===== config.mk =====
export PLATFORM = sky130hd
export DESIGN_NAME = rx_att_sched
export DESIGN_NICKNAME = d
export VERILOG_FILES = /design/src/rtl/rx_att_pkg.sv /design/src/rtl/rx_att_sched.sv
export SDC_FILE = /design/constraint.sdc
export NUM_CORES = 1
export LEC_CHECK = 0
export BUFFER_PORTS_ARGS = -buffer_cell sky130_fd_sc_hd__buf_2
export CAP_MARGIN = 20
export CORE_MARGIN = 4
export CORE_UTILIZATION = 50
export DETAILED_ROUTE_END_ITERATION = 8
export PLACE_DENSITY_LB_ADDON = 0.15
export SLEW_MARGIN = 20
export SYNTH_ARGS = -nofsm -noshare
export SYNTH_HDL_FRONTEND = slang
export SYNTH_SLANG_ARGS = --single-unit

===== constraint.sdc =====
create_clock -name clk -period 2.27 [get_ports clk]
set_input_delay 0.454 -clock clk [delete_from_list [all_inputs] [get_ports clk]]
set_output_delay 0.454 -clock clk [all_outputs]
set_load 0.005 [all_outputs]

===== src/rtl/rx_att_pkg.sv =====
`default_nettype none
// ============================================================================
// Module      : rx_att_pkg
// Description : Shared types for the receive-attenuator write scheduler.
// Revision    : 1.0 - initial release
// ============================================================================
package rx_att_pkg;

    localparam int NUM_CH = 3;

    typedef logic [1:0] ch_idx_t;

    typedef enum logic [2:0] {
        S_IDLE    = 3'd0,
        S_SCAN    = 3'd1,
        S_GATE    = 3'd2,
        S_ISSUE   = 3'd3,
        S_WAIT_HI = 3'd4,
        S_WAIT_LO = 3'd5,
        S_FAIL    = 3'd6,
        S_DONE    = 3'd7
    } state_t;

endpackage
`default_nettype wire


===== src/rtl/rx_att_sched.sv =====
`default_nettype none
// ============================================================================
// Module      : rx_att_sched
// Description : Writes changed DS3502 wiper codes through one shared engine,
//               one channel at a time, gated by tr, with retry and error flags.
// Revision    : 1.0 - initial release
// ============================================================================
module rx_att_sched
    import rx_att_pkg::*;
#(
    parameter int START_TO  = 16,
    parameter int DONE_TO   = 65535,
    parameter int MAX_RETRY = 2
) (
    input  logic       clk,
    input  logic       rst,
    input  logic       load,
    input  logic [7:0] ch1_att,
    input  logic [7:0] ch2_att,
    input  logic [7:0] ch3_att,
    input  logic       tr,
    input  logic       eng_busy,
    input  logic       eng_nack,
    output logic       eng_load,
    output logic [7:0] eng_r,
    output logic [1:0] eng_sel,
    output logic       busy,
    output logic       done,
    output logic [2:0] err
);

    state_t              r_state;
    logic [7:0]          r_snap   [NUM_CH];
    logic [7:0]          r_shadow [NUM_CH];
    logic                r_shadow_valid;
    logic                r_pend;
    logic [NUM_CH-1:0]   r_mask;
    ch_idx_t             r_ch;
    logic [1:0]          r_retry;
    logic [15:0]         r_timer;
    logic                r_eng_load;
    logic [7:0]          r_eng_r;
    logic [1:0]          r_eng_sel;
    logic                r_busy;
    logic                r_done;
    logic [NUM_CH-1:0]   r_err;

    logic [7:0]          w_in [NUM_CH];
    logic                w_sv_eff;
    logic [NUM_CH-1:0]   w_new_mask;
    logic                w_snap;

    function automatic ch_idx_t f_lowest(input logic [NUM_CH-1:0] m);
        ch_idx_t idx;
        idx = '0;
        for (int i = NUM_CH - 1; i >= 0; i--) begin
            if (m[i]) idx = ch_idx_t'(i);
        end
        return idx;
    endfunction

    // In DONE the shadow-valid update lands on the same edge as a follow-on
    // snapshot, so the change mask must see the value being written.
    always_comb begin
        w_in[0]  = ch1_att;
        w_in[1]  = ch2_att;
        w_in[2]  = ch3_att;
        w_sv_eff = r_shadow_valid | ((r_state == S_DONE) && (r_err == '0));
        for (int i = 0; i < NUM_CH; i++) begin
            w_new_mask[i] = ~w_sv_eff | (w_in[i] != r_shadow[i]);
        end
    end

    assign w_snap = ((r_state == S_IDLE) && load) ||
                    ((r_state == S_DONE) && (r_pend || load));

    always_ff @(posedge clk) begin
        if (!rst) begin
            r_state        <= S_IDLE;
            r_shadow_valid <= 1'b0;
            r_pend         <= 1'b0;
            r_mask         <= '0;
            r_ch           <= '0;
            r_retry        <= '0;
            r_timer        <= '0;
            r_eng_load     <= 1'b0;
            r_eng_r        <= '0;
            r_eng_sel      <= '0;
            r_busy         <= 1'b0;
            r_done         <= 1'b0;
            r_err          <= '0;
            for (int i = 0; i < NUM_CH; i++) begin
                r_snap[i]   <= '0;
                r_shadow[i] <= '0;
            end
        end else begin
            r_eng_load <= 1'b0;
            r_done     <= 1'b0;
            if (r_timer != 16'hFFFF) r_timer <= r_timer + 16'd1;
            if (load && (r_state != S_IDLE) && (r_state != S_DONE)) r_pend <= 1'b1;

            if (w_snap) begin
                for (int i = 0; i < NUM_CH; i++) r_snap[i] <= w_in[i];
                r_mask <= w_new_mask;
                r_err  <= '0;
            end

            case (r_state)
                S_IDLE: begin
                    if (load) begin
                        r_busy  <= 1'b1;
                        r_state <= S_SCAN;
                    end
                end
                S_SCAN: begin
                    if (r_mask == '0) begin
                        r_state <= S_DONE;
                    end else begin
                        r_ch    <= f_lowest(r_mask);
                        r_retry <= '0;
                        r_state <= S_GATE;
                    end
                end
                S_GATE: begin
                    if (!tr) begin
                        r_eng_sel  <= r_ch;
                        r_eng_r    <= r_snap[r_ch];
                        r_eng_load <= 1'b1;
                        r_state    <= S_ISSUE;
                    end
                end
                S_ISSUE: begin
                    r_timer <= '0;
                    r_state <= S_WAIT_HI;
                end
                S_WAIT_HI: begin
                    if (eng_busy) begin
                        r_timer <= '0;
                        r_state <= S_WAIT_LO;
                    end else if ({16'd0, r_timer} > 32'(START_TO)) begin
                        r_state <= S_FAIL;
                    end
                end
                S_WAIT_LO: begin
                    if (!eng_busy) begin
                        if (eng_nack) begin
                            r_state <= S_FAIL;
                        end else begin
                            r_shadow[r_ch] <= r_snap[r_ch];
                            r_mask[r_ch]   <= 1'b0;
                            r_state        <= S_SCAN;
                        end
                    end else if ({16'd0, r_timer} > 32'(DONE_TO)) begin
                        r_state <= S_FAIL;
                    end
                end
                S_FAIL: begin
                    if ({30'd0, r_retry} < 32'(MAX_RETRY)) begin
                        r_retry <= r_retry + 2'd1;
                        r_state <= S_GATE;
                    end else begin
                        r_err[r_ch]  <= 1'b1;
                        r_mask[r_ch] <= 1'b0;
                        r_state      <= S_SCAN;
                    end
                end
                S_DONE: begin
                    r_done <= 1'b1;
                    if (r_err == '0) r_shadow_valid <= 1'b1;
                    // A load landing on this very cycle is merged with any pending one.
                    if (r_pend || load) begin
                        r_pend  <= 1'b0;
                        r_state <= S_SCAN;
                    end else begin
                        r_busy  <= 1'b0;
                        r_state <= S_IDLE;
                    end
                end
                default: r_state <= S_IDLE;
            endcase
        end
    end

    assign eng_load = r_eng_load;
    assign eng_r    = r_eng_r;
    assign eng_sel  = r_eng_sel;
    assign busy     = r_busy;
    assign done     = r_done;
    assign err      = r_err;

endmodule
`default_nettype wire


==> results.md, run 1 <==
* Via density at 5.69
* Tcrit/Tclk final at 87.4%
* CP arrival at 2.01 ns
* Clock Tree Root: clkbuf_8
* Finished Core Util at 59.6%
* DRT Wirelength at 9530 um
* Post-synth cell types at 51
* CP max FO at 13
* Final Hold Viols at 0
* Clock Skews at 0.00687 ns
* Fin. max-slew vios at 0
* Dpl cell area at 0.00479 mm^2
* PD cells at 894 mW/mm^2
* Total GRT Usage at 19.1%
* Commonest non-fill, non-tap cell in the layout: nor2_1
* Number of buffers added on ports at 45
* Final antenna diode count at 0
* Htree depth at 3
* Setup violators final at 0
* Met1 WL at 4430 um
* Leading area contributor after synthesis: edfxtp_1
* CP startpoint kind: flop
* Status: finished, final reports clean
* Clk sinks at 94
* Syn_area_per_cell at 10.5 um^2
* Post-synthesis cell count at 416
* # resized after CTS at 0
* Top_reg_cell synth: edfxtp_1
* Worst Setup End Kind: flop
* DRC at 0
* Die height at 101 um
* Async set-reset flop share out of synthesis at 0%
* CP required at 2.30 ns
* Highest routed layer: met4
* Nets at 503
* IR drop worst, VDD at 650 uV
* Number of flops mapped to enable cells by yosys at 48
* Ys Warns at 0
* Max-slew headroom at 63.3%
* TritonCTS clock tree: yes
* Setup TNS at 0 ns
* Internal at 3.01 mW
* Yosys top cell area share at 33.1%
* Routed length on met2 at 4560 um
* Reg2reg setup slack at 0.29 ns
* Reg clk slew, reported paths at 0.09 ns
* Area contributors post-synth: edfxtp_1 (33%), dfxtp_1 (21%), xor2_1 (5.2%)
* Fmax at 504 MHz
* Top Ports at 46
* Post-CTS Hold Fix Bufs at 0
* Fin crit period at 1.98 ns
* Longest Clk Path Bufs at 2
* Net switching power figure at 1.43 mW
* Part of the power in registers at 49.6%
* Vias at 3305
* Finished layout cell area at 0.00497 mm^2
* Global-route wire length before repair at 15200 um
* Syn nets at 448
* Total CTS buffers at 9
* Pin count of the biggest net entering global routing at 45
* Core footprint at 0.00834 mm^2
* CP Class: flop to flop
* Static Leak at 2.00 nW
* Mapped Area at 0.00436 mm^2
* Power share of the clock group at 23.2%
* Combinational Power Share at 27.2%
* First drt pass iteration count at 4
* Layout area overhead at 14.1%
* Hold WC Path Type: primary input to flop
* RSZ-0062 raised after global routing: false
* FP Rows at 33
* Final ANT Viol Nets at 0
* Gr ovfl total at 0
* Sw Ratio at 32.2%
* Initial Utilization at 52.2%
* DR WL/cell at 16.4 um
* Full die area at 0.0103 mm^2
* Number of global-route vias before repair at 3170
* Max Cap Viol at 0
* Initial antenna violation count at 0
* Metal3 WL at 330 um
* Register area share after synthesis at 54.2%
* Worst-Skew Late Latency at 0.35 ns
* Share of post-route cells with drive strength above 1 at 19.3%
* Detailed placer's ending HPWL at 6930 um
* Most frequent cells in the layout: nor2_1 (49), edfxtp_1 (48), dfxtp_1 (46)
* Yosys reg bits at 94
* Final GP Congestion at 0.883
* Least-Margin Pin Slew at 0.534 ns
* DRT iter0 DRCs at 156
* Die Wd at 101 um
* Post-CTS setup buffers at 0
[cell type report]
| class | instances | area, um^2 |
|---|---|---|
| Tap cell | 105 | 131 |
| Sequential cell | 94 | 2360 |
| Multi-Input combinational cell | 293 | 1890 |
| Fill cell | 730 | 3370 |
| Clock inverter | 6 | 35.0 |
| Inverter | 11 | 41.3 |
| Timing Repair Buffer | 62 | 365 |
| Clock buffer | 10 | 149 |
[cells by family (layout without fill, tap and decap cells)]
logic type	Yosys count	in the layout	synth area share (%)
AND/OR/NAND/NOR	177	177	21.9
flip-flops	94	94	54.2
AO/OA/AOI/OAI	65	65	9.99
buffers and inverters	29	89	2.67
XOR/XNOR	28	28	5.63
multiplexers	21	21	5.05
adder cells (fa/ha/maj)	2	2	0.574
[worst paths after layout]
check	start	end	depth (start not counted)
worst min register to register	eng_r[2]	eng_r[2]	2
worst min-delay path	ch1_att[6]	r_snap[0][6]	2
worst max register to register	r_state[1]	r_shadow[0][0]	5
worst max-delay path	r_state[1]	r_shadow[0][0]	5
[synthesized netlist by cell type (all sizes together) (10+ instances only)]
master and instances:
a21oi 23, mux2i 13, o21ai 10, nor4 10
inv 11, nor2 49, nand2 22, clkbuf 12
nand2b 22, and3 26, dfxtp 46, xor2 26
edfxtp 48
[per-stage QoR]
stage                     cells  total power, mW  setup WS, ns  hold WS [ns]
after CTS                   581             4.47         0.299         0.422
after floorplan             416             3.03         0.314         0.465
final                       581             4.45         0.286         0.427
after detailed placement    565             3.45         0.182         0.460
after global placement      565             3.42         0.328         0.458
after global routing        581             4.71         0.113         0.420
[routing by layer]
metal,vias up,global-route usage (%)
met2,70,31.4
li1,1633,-
met5,-,0
met3,16,2.55
met1,1586,25.3
met4,0,8.18
[critical path, cell delays in order, from the launching register on]
cell and delay (ns):
dfxtp_1 0.43, nand2b_1 0.21, nor4b_1 0.30, buf_4 0.19, nand2_1 0.18, nand2_1 0.34
[state kept, by name, summed over array words and instances (netlist names), 3 cells and up, named ones only]
name,cells
eng_r,8
r_mask,3
r_state,3
r_snap,24
err,3
r_timer,16
r_shadow,24
[power by group through the flow]
stage	registers (mW)	clock network [mW]	logic [mW]
after floorplan	2.18	0	0.843
after detailed placement	2.24	0	1.21
final	2.20	1.03	1.21
after CTS	2.20	1.06	1.21
after global placement	2.24	0	1.19
after global routing	2.23	1.13	1.35
Note: power is estimated with default switching activity, not from simulation.
==> inputs of run 2 (changes only) <==
--- a/config.mk
+++ b/config.mk
@@ -8,7 +8,7 @@
 export BUFFER_PORTS_ARGS = -buffer_cell sky130_fd_sc_hd__buf_2
 export CAP_MARGIN = 20
 export CORE_MARGIN = 4
-export CORE_UTILIZATION = 50
+export CORE_UTILIZATION = 44
 export DETAILED_ROUTE_END_ITERATION = 8
 export PLACE_DENSITY_LB_ADDON = 0.15
 export SLEW_MARGIN = 20
==> results.md, run 2 (synthesis gave the netlist of run 1 again) <==
* Detailed placer's ending HPWL at 6800 um (-1.9%)
* Dpl cell area at 0.00485 mm^2 (+1.4%)
* Fin crit period at 2.01 ns (+0.0279 ns)
* PD cells at 902 mW/mm^2 (+0.84%)
* Via density at 5.36 (-5.8%)
* FP Rows at 36 (+9.1%)
* Setup TNS at 0 ns (unchanged)
* Hold WC Path Type: primary input to flop
* Largest registers: r_shadow x24, r_snap x24, r_timer x16
* Worst path cell trace: nand2b_1, nor4b_1, buf_4, nand2_1, nand2_1
* CP Class: flop to flop
* Commonest non-fill, non-tap cell in the layout: nor2_1
* Total CTS buffers at 9 (unchanged)
* Fin. max-slew vios at 0 (unchanged)
* Number of buffers added on ports at 45 (unchanged)
* Status: finished, final reports clean
* Most frequent cells in the layout: nor2_1 (49), edfxtp_1 (48), dfxtp_1 (46)
* Least-Margin Pin Slew at 0.603 ns (+0.0686 ns)
* Fmax at 497 MHz (-1.4%)
* CP required at 2.31 ns (about the same)
* Worst Setup End Kind: flop
* Core footprint at 0.00973 mm^2 (+17%)
* Post-CTS Hold Fix Bufs at 0 (unchanged)
* Total GRT Usage at 17.0% (-2.0 points)
* Full die area at 0.0116 mm^2 (+13%)
* Most frequent CP cell: nand2_1
* Finished layout cell area at 0.00506 mm^2 (+1.9%)
* DRC at 0 (unchanged)
* TritonCTS clock tree: yes
* Final GP Congestion at 0.867 (-1.8%)
* Top Ports at 46 (unchanged)
* Reg clk slew, reported paths at 0.10 ns (about the same)
* Longest Clk Path Bufs at 2 (unchanged)
* Nets at 506 (+0.60%)
* CP arrival at 2.05 ns (+0.04 ns)
* Clock Skews at 0.0140 ns (+0.00714 ns)
* Die height at 108 um (+6.1%)
* Worst-Skew Late Latency at 0.36 ns (about the same)
* Clk sinks at 94 (unchanged)
* Final ANT Viol Nets at 0 (unchanged)
* Gr ovfl total at 0 (unchanged)
* Clock Tree Root: clkbuf_8
* Htree depth at 3 (unchanged)
* Global-route wire length before repair at 15300 um (+0.36%)
* Critical path's largest stage delay at 0.60 ns (+0.17 ns)
* Initial Utilization at 44.8% (-7.5 points)
* Layout area overhead at 16.2%
* RSZ-0062 raised after global routing: false
* IR drop worst, VDD at 643 uV (-1.1%)
* Slowest CP cell: dfxtp_1
* Share of post-route cells with drive strength above 1 at 20.3% (+0.92 points)
* Die Wd at 108 um (+6.1%)
* Final Hold Viols at 0 (unchanged)
* Tcrit/Tclk final at 88.6% (+1.2 points)
* DRT Wirelength at 9340 um (-2.0%)
* DR WL/cell at 15.3 um (-7.0%)
* Fill count at 904 (+24%)
* Setup violators final at 0 (unchanged)
* Initial antenna violation count at 0 (unchanged)
* Max Cap Viol at 0 (unchanged)
* DRT iter0 DRCs at 171 (+9.6%)
* Static Leak at 2.04 nW (+1.7%)
* Final antenna diode count at 0 (unchanged)
* Number of global-route vias before repair at 3109 (-1.9%)
* CP startpoint kind: flop
* Max-slew headroom at 59.7% (-3.6 points)
* Pin count of the biggest net entering global routing at 45 (unchanged)
* Vias at 3281 (-0.73%)
* CP max FO at 12 (-1)
* First drt pass iteration count at 4 (unchanged)
run 2: cell types whose count changed in the layout (fill, tap and decap cells not counted), sizes merged:
| cell | before | now |
|---|---|---|
| buf | 62 | 65 |
| inv | 11 | 14 |
| clkinv | 5 | 1 |
| clkbuf | 10 | 9 |
| clkinvlp | 1 | 2 |
| bufinv | 0 | 1 |
run 2: metal layers:
metal,wire (um),track usage (%),up-vias
li1,-,-,1639
met3,581,3.24,16
met4,233,7.84,0
met2,4360,26.8,91
met1,4160,22.7,1535
met5,0,0,-
run 2: critical path: cells and delay by family, from the launching register on:
kind	cells	cell delay, ns
DFF	1	0.60
and+or+nand+nor	4	0.88
buffers and inverters	1	0.21
run 2: power breakdown:
part           switching (mW)  total (mW)  internal, mW
Combinational           0.696        1.21         0.519
Sequential              0.170        2.22          2.05
Clock                   0.610        1.13         0.523
Total                    1.48        4.57          3.09
run 2: layout make-up:
cell class	instances	area [um^2]	share of cell area (%)
well taps	133	166	3.29
multi-input cells	293	1900	37.6
clock buffers	9	124	2.45
repair buffers	65	388	7.66
clock inverters	7	80.1	1.58
flip-flops and latches	94	2360	46.7
inverters	11	41.3	0.815
run 2: what timing repair did:
action	4_1_cts	5_1_grt
gates resized for setup	0	1
setup buffers	0	0
setup endpoints to repair	0	1
run 2: worst paths after layout:
path | from | to | slack (ns) | depth (start not counted)
setup reg to reg | r_state[0] | r_shadow[1][6] | 0.26 | 5
hold / removal | tr | eng_load | 0.42 | 3
setup / recovery | r_state[0] | r_shadow[1][6] | 0.26 | 5
hold reg to reg | eng_r[1] | eng_r[1] | 0.47 | 2
run 2: metrics by stage:
| step | util, % | instances | power, mW | setup slack [ns] | hold WS (ns) |
|---|---|---|---|---|---|
| floorplan | - | 416 | 3.03 | 0.314 | 0.465 |
| global placement | 49.9 | 596 | 3.45 | 0.289 | 0.460 |
| detailed placement | 49.9 | 596 | 3.48 | 0.246 | 0.458 |
| CTS | 52.0 | 612 | 4.61 | 0.227 | 0.398 |
| global route | 52.0 | 612 | 4.85 | 0.0421 | 0.414 |
| finish | 52.0 | 612 | 4.57 | 0.258 | 0.416 |
